==> src/rtl/player_motion.sv <==
// Player physics stage: per frame_tick, handshakes one scan with the collision stage
// and then applies horizontal motion, gravity, landing, jumping and screen clamping.
module player_motion #(
    parameter int WIDTH    = 10,
    parameter int HEIGHT   = 20,
    parameter int H_SPEED  = 2,
    parameter int JUMP_V   = 10,
    parameter int MAX_FALL = 8
) (
    input  logic        clk,
    input  logic        reset,
    input  logic        frame_tick,
    input  logic        key_left,
    input  logic        key_right,
    input  logic        key_jump,
    input  logic        col_up,
    input  logic        col_down,
    input  logic        col_left,
    input  logic        col_right,
    input  logic        col_done,
    input  logic [43:0] col_object,
    output logic        col_start,
    output logic        col_redo,
    output logic [9:0]  x,
    output logic [8:0]  y,
    output logic        grounded,
    output logic        busy,
    output logic        overrun
);

    localparam int unsigned XW = 10;
    localparam int unsigned YW = 9;
    localparam int unsigned PW = 12;
    localparam int unsigned VW = 6;

    localparam logic signed [PW-1:0] ONE   = PW'(1);
    localparam logic signed [PW-1:0] ZERO  = PW'(0);
    localparam logic signed [PW-1:0] X_MAX = PW'(639 - WIDTH);
    localparam logic signed [PW-1:0] Y_MAX = PW'(479 - HEIGHT);
    localparam logic signed [PW-1:0] W_S   = PW'(WIDTH);
    localparam logic signed [PW-1:0] H_S   = PW'(HEIGHT);
    localparam logic signed [PW-1:0] SPD   = PW'(H_SPEED);

    localparam logic signed [VW-1:0] VY_JUMP = VW'(-JUMP_V);
    localparam logic signed [VW-1:0] VY_MAX  = VW'(MAX_FALL);
    localparam logic signed [VW-1:0] VY_ONE  = VW'(1);
    localparam logic [XW-1:0]        X_RST   = XW'(100);
    localparam logic [YW-1:0]        Y_RST   = YW'(100);

    typedef enum logic [2:0] {
        S_IDLE,
        S_START,
        S_WAIT,
        S_UPDATE,
        S_RELEASE
    } state_t;

    state_t state, state_n;
    logic key_l, key_r, key_j;
    logic signed [VW-1:0] vy;

    logic signed [PW-1:0] x_s, y_s, vy_s, left_s, top_s, right_s, bottom_s;
    logic signed [PW-1:0] x_c, y_c;
    logic signed [VW-1:0] vy_c, land_vy;
    logic                 g_c, go_r, go_l;

    // Next-state logic
    always_comb begin
        state_n = state;
        case (state)
            S_IDLE:    if (frame_tick) state_n = S_START;
            S_START:   state_n = S_WAIT;
            S_WAIT:    if (col_done) state_n = S_UPDATE;
            S_UPDATE:  state_n = S_RELEASE;
            S_RELEASE: state_n = S_IDLE;
            default:   state_n = S_IDLE;
        endcase
    end

    assign x_s      = $signed(PW'(x));
    assign y_s      = $signed(PW'(y));
    assign vy_s     = PW'(vy);
    assign left_s   = $signed(PW'(col_object[43:33]));
    assign top_s    = $signed(PW'(col_object[32:22]));
    assign right_s  = $signed(PW'(col_object[21:11]));
    assign bottom_s = $signed(PW'(col_object[10:0]));
    assign go_r     = key_r & ~key_l;
    assign go_l     = key_l & ~key_r;
    assign land_vy  = key_j ? VY_JUMP : '0;

    // Horizontal move with wall snap, then screen clamp
    always_comb begin
        x_c = x_s;
        if (go_r && col_right)     x_c = left_s - W_S - ONE;
        else if (go_l && col_left) x_c = right_s + ONE;
        else if (go_r)             x_c = x_s + SPD;
        else if (go_l)             x_c = x_s - SPD;
        if (x_c < ZERO)            x_c = ZERO;
        else if (x_c > X_MAX)      x_c = X_MAX;
    end

    // Vertical: ceiling bump, landing/jump, or gravity; the screen bottom acts as a floor
    always_comb begin
        y_c  = y_s + vy_s;
        vy_c = (vy >= VY_MAX) ? VY_MAX : vy + VY_ONE;
        g_c  = 1'b0;
        if (col_up && vy[VW-1]) begin
            y_c  = bottom_s + ONE;
            vy_c = '0;
        end else if (col_down && !vy[VW-1]) begin
            y_c  = top_s - H_S - ONE;
            vy_c = land_vy;
            g_c  = 1'b1;
        end
        if (y_c > Y_MAX) begin
            y_c  = Y_MAX;
            vy_c = land_vy;
            g_c  = 1'b1;
        end else if (y_c < ZERO) begin
            y_c  = ZERO;
            vy_c = '0;
        end
    end

    always_ff @(posedge clk or posedge reset) begin
        if (reset) begin
            state     <= S_IDLE;
            x         <= X_RST;
            y         <= Y_RST;
            vy        <= '0;
            grounded  <= 1'b0;
            col_start <= 1'b0;
            col_redo  <= 1'b0;
            busy      <= 1'b0;
            overrun   <= 1'b0;
            key_l     <= 1'b0;
            key_r     <= 1'b0;
            key_j     <= 1'b0;
        end else begin
            state     <= state_n;
            col_start <= (state_n == S_START);
            col_redo  <= (state_n == S_RELEASE);
            busy      <= (state_n != S_IDLE);
            overrun   <= frame_tick && (state != S_IDLE);
            if (state == S_IDLE && frame_tick) begin
                key_l <= key_left;
                key_r <= key_right;
                key_j <= key_jump;
            end
            if (state == S_UPDATE) begin
                x        <= XW'(x_c);
                y        <= YW'(y_c);
                vy       <= vy_c;
                grounded <= g_c;
            end
        end
    end

endmodule

==> config.mk <==
export PLATFORM = sky130hd
export DESIGN_NAME = player_motion
export DESIGN_NICKNAME = d
export VERILOG_FILES = /design/src/rtl/player_motion.sv
export SDC_FILE = /design/constraint.sdc
export NUM_CORES = 1
export LEC_CHECK = 0
export ABC_AREA = 1
export CORE_MARGIN = 1
export CORE_UTILIZATION = 27
export CTS_CLUSTER_SIZE = 40
export DETAILED_ROUTE_END_ITERATION = 6
export DONT_BUFFER_PORTS = 1
export PLACE_DENSITY = 0.51
export REMOVE_ABC_BUFFERS = 1
export SLEW_MARGIN = 0
export SYNTH_ARGS = -nofsm -noshare
export SYNTH_HDL_FRONTEND = slang
export SYNTH_SLANG_ARGS = --single-unit
==> constraint.sdc <==
create_clock -name clk -period 3.21 [get_ports clk]
set_input_delay 0.642 -clock clk [delete_from_list [all_inputs] [get_ports clk]]
set_output_delay 0.642 -clock clk [all_outputs]
set_load 0.1 [all_outputs]
Yosys cells after proc, flatten, opt, wreduce, memory -nomap -nowiden
Index checks and enable logic that the tools add are counted.

storage, ports and cells
  register bits = 36
  input bits = 55
  output and inout bits = 24
  logic and storage cells = 68

operators by class
  add/sub/neg operators = 10
  $lt $le $gt $ge = 5
  eq/ne operators = 5
  muxes and demuxes = 22
  bitwise gates (word level) = 4
  reduce and logical (&&, ||, !) cells = 10

operators with widths
  kind                                                          number
  2-to-1 mux 12 bit                                             6
  2-to-1 mux 6 bit                                              6
  adder 11 x 1 -> 12 bit (second input constant)                2
  less-than comparator 12 x 1 -> 1 bit (second input constant)  2
  subtractor 12 x 2 -> 12 bit (second input constant)           2
  2-to-1 mux 10 bit                                             2
  2-to-1 mux 9 bit                                              2
  > comparator 12 x 10 -> 1 bit (second input constant)         1
  > comparator 12 x 11 -> 1 bit (second input constant)         1
  case mux 3 bit (4 select lines)                               1
  subtractor 11 x 4 -> 12 bit (second input constant)           1
  subtractor 11 x 5 -> 12 bit (second input constant)           1
  adder 10 x 2 -> 11 bit (second input constant)                1
  adder 10 x 6 -> 11 bit                                        1
  subtractor 10 x 2 -> 11 bit (second input constant)           1
  adder 6 x 2 -> 6 bit (second input constant)                  1
  equality test 3 x 1 -> 1 bit (second input constant)          2
  equality test 3 x 2 -> 1 bit (second input constant)          2
  >= comparator 6 x 5 -> 1 bit (second input constant)          1
  logical AND 1 bit                                             6
  2-to-1 mux 3 bit                                              2
  nonzero test 3 bit                                            2
  equality test 3 bit (second input constant)                   1
  logical NOT 3 bit                                             1
  4 further kinds                                               8

Longest topological paths before layout
  depth after elaboration = 9
  gate-level depth with buffers = 19
  mapped depth without buffers = 19

Worst setup path before layout
No wires, ideal clock.

  kind = flip-flop to flip-flop
  start point = register y[0]
  end point = register vy[1]
  setup time = 117 ps
  arrival time = 2662 ps
  data required time = 3093 ps
  path slack = 431 ps
  cell stages (with the launch flop) = 16
  path buffers = 0
  period minus slack after synthesis = 2779 ps
  path through = dfrtp_1 ha_1 fa_1 or2_2 nand3_1 nand3_1 nand2_1 inv_1 o211ai_1 nand4_1 nand2_2 nand2_2 nand3_2 nand2_1 nand2_1 nand2_1

between the ends
  word-level cells in the longest chain between the ends = 6
  elaborated cells on any way between the ends = 7
  those cells by class = add/sub: 1; order compare: 2; mux: 4

ends and longest elaborated chain
  what                                  RTL line  text
  start, declared                       25        output logic [8:0] y,
  start signal, assigned                152       y <= YW'(y_c);
  adder 10 x 6 -> 11 bit *              104       y_c = y_s + vy_s;
  2-to-1 mux 12 bit *                   110       end else if (col_down && !vy[VW-1]) begin
  2-to-1 mux 12 bit *                   107       if (col_up && vy[VW-1]) begin
  less-than comparator 12 x 1 -> 1 bit  119       end else if (y_c < ZERO) begin
  2-to-1 mux 6 bit                      119
  2-to-1 mux 6 bit *                    115       if (y_c > Y_MAX) begin
  end signal, assigned                  153       vy <= vy_c;
  end, declared                         60        logic signed [VW-1:0] vy;

Every way passes the cells marked *; elsewhere a longest branch is shown, timed or not.
A chain may end at the register's enable or synchronous reset.

Worst setup path after layout
  start point = register vy[0]
  end point = register vy[3]

between the ends
  word-level cells in the longest chain between the ends = 6
  elaborated cells on any way between the ends = 12
  those cells by class = add/sub: 2; order compare: 3; mux: 7

ends and longest elaborated chain
  what                                                                      RTL line
  adder 10 x 6 -> 11 bit, or another cell as far along                      104
  2-to-1 mux 12 bit or 2-to-1 mux 6 bit (tied branches)                     110, 105
  2-to-1 mux 12 bit or 2-to-1 mux 6 bit (tied branches)                     107, 110
  less-than comparator 12 x 1 -> 1 bit or 2-to-1 mux 6 bit (tied branches)  119, 107
  2-to-1 mux 6 bit                                                          119
  2-to-1 mux 6 bit *                                                        115

Marked as above.

==> metrics.yaml <==
status: "finished, final reports clean"
endpoint_kind: "register"
grt_max_degree: 37
worstSetupPathType: "register to register"
yosysWarnings: 0
synthArstFlopShare_pct: 100
die_area_mm2: 0.0153
seqCellArea_um2: 908
power_w: 0.00469
final_common_cell: "nand2_1"
fin_setup_tns_ps: 0
area_delta_synth_final_pct: 12.3
synth_edf_count: 0
clock_path_buffers: 2
cts_resized: 0
relSlewSlack_pct: 36.8
io_pins: 79
die_w_um: 124
mostFrequentLayoutCells: "248 x nand2_1, 89 x inv_1, 76 x nand3_1, 48 x nor2_1, 30 x dfrtp_1"
core_area_mm2: 0.0145
max_freq_ghz: 0.373
post_cts.repair.setup_buffers: 0
hpwl_um: 9590
yosys_most_used_dff: "dfrtp_1"
avgSynthCellArea_um2: 5.89
htreeDepth: 2
gp_congestion: 0.825
slew_violations: 0
drc: 0
multi_input_area_mm2: 0.00268
dr.first_iter.drc_count: 312
place_area_mm2: 0.00435
overflow: 0
grt_pass1_vias: 3758
clk_transition_reported_paths_ps: 60
crit_path_max_fanout: 6
port_buffers: 0
clock_latency_ps: 280
hold-worst-slack_ps: 351
tritoncts: "built"
rsz0062_at_grt: "false"
post-route-period-util_pct: 83.6
antenna_found_initial: 0
fin_crit_ps: 2680
fillers: 1655
clock-root-buffer: "clkbuf_16"
design_area_mm2: 0.00450
p_leak_nw: 2.36
cpPeakStageDelay_ps: 460
die_h_um: 124
initial_utilization_pct: 27.7
firstDrtPassIters: 4
hold_viol_final: 0
hold_class: "input pin to async pin"
ys_seq_area_share_pct: 22.7
via_per_inst: 4.78
vdd_drop_max_v: 0.000315
worstSetupStartpointType: "register"
yosysUniqueCellTypes: 39
drv_cap: 0
synth_cells: 680
num_vias: 4226
ys_ff_latch: 36
finalSetupViolations: 0
r2r-start: "vy[0]"
cp.arrival_ps: 2850
cts_made_buffers: 5
crit_required_ps: 3370
regToRegEndpoint: "vy[3]"
skew_ps: 5.79
syn-cell-area_mm2: 0.00400
power.density_mw_per_mm2: 1040
diodes: 0
drive_above_1_share_pct: 8.43
cts_sinks: 36
row_count: 44
grt_pass1_wl_um: 18300
crit_chain: "ha_1 > fa_1 > nand2_1 > nand2_1 > nand3_1 > nand3_1 > nand3_1 > nand3_1 > nand2_1 > nand2_1 > nor2_1 > nand2_2 > nand2_2 > nand2_2 > nand4_1 > nand2_1"
tightest_slew_ps: 949
ctsHoldBuffers: 0
fin_nets: 773
routed_wl_um: 11700
reg2reg_slack_ps: 530
groute.usage.overall_pct: 15.3
cp_common_cell: "nand2_1"
postRouteAntennaNets: 0
rr_worst_depth: 16
crit_slowest_cell: "dfrtp_1"
wl_per_cell_um: 13.2
-- how the worst max path moves through the flow --
| stage | slack [ps] | cells past startpoint | to | from |
|---|---|---|---|---|
| after CTS | 520 | 16 | vy[3] | vy[0] |
| after global routing | 230 | 16 | vy[3] | vy[0] |
| after floorplan | 400 | 13 | y[8] | y[0] |
| after global placement | 520 | 16 | vy[3] | vy[0] |
| final | 530 | 16 | vy[3] | vy[0] |
| after detailed placement | 520 | 16 | vy[3] | vy[0] |
-- registers in the layout, summed over array words and instances (netlist names) --
name,count
key_j,1
y,9
key_r,1
x,10
grounded,1
busy,1
overrun,1
col_redo,1
vy,6
col_start,1
state,3
key_l,1
-- report_power, final --
part	switching (W)	internal (W)
clock network	0.000187	0.000309
logic	0.00224	0.000847
registers	0.000434	0.000671
total	0.00286	0.00183
-- worst max-delay path: cells and delay by family (launching register included) --
family                   cells  cell delay (ps)
AND/OR/NAND/NOR             14             1430
flip-flops                   1              460
adder cells (fa/ha/maj)      2              680
-- cell usage after synthesis (2+ instances only) --
cell,count,area [um2]
inv_2,5,18.8
a31oi_1,3,18.8
nand3b_1,7,52.6
xor2_1,9,78.8
nand2_2,6,37.5
clkbuf_1,3,11.3
o21bai_1,4,30.0
a21oi_1,28,140
o21ai_0,21,105
nand3_2,2,20.0
nor2_1,48,180
o211ai_1,11,82.6
nand3_1,76,380
inv_1,89,334
dfrtp_1,30,751
or2_1,2,12.5
buf_2,5,25.0
nor2_4,3,33.8
xnor2_1,3,26.3
buf_6,2,22.5
nand2_1,248,931
dfstp_2,6,158
ha_1,18,225
nand4_1,20,125
or2_2,2,12.5
o21ai_1,7,35.0
nor3_1,10,50.1
-- routing by layer --
metal	track usage, %	vias up	wire [um]
met5	0	-	0
met4	2.79	0	84
met3	1.74	4	485
met2	26.0	92	5400
met1	20.8	1887	5680
li1	-	2243	-
-- cell families after synthesis --
logic type / share of synthesized area (%)
compound gates: 11.1
xor+xnor: 2.63
simple gates: 46.9
fa+ha+maj: 6.13
flops: 22.7
buf+inv: 10.6
-- layout make-up --
| class | count | share of cell area (%) |
|---|---|---|
| Tap cell | 184 | 5.12 |
| Sequential cell | 36 | 20.2 |
| Inverter | 95 | 7.93 |
| Clock buffer | 7 | 3.17 |
| Timing Repair Buffer | 23 | 3.84 |
| Clock inverter | 1 | 0.167 |
| Multi-Input combinational cell | 538 | 59.6 |
-- per-stage QoR --
step	worst slack [ps]	cells	util, %
floorplan	397	669	-
global placement	524	876	30.0
detailed placement	517	876	30.0
CTS	523	884	31.0
global route	235	884	31.0
finish	527	884	31.0
Power figures use the tool's default switching activity.
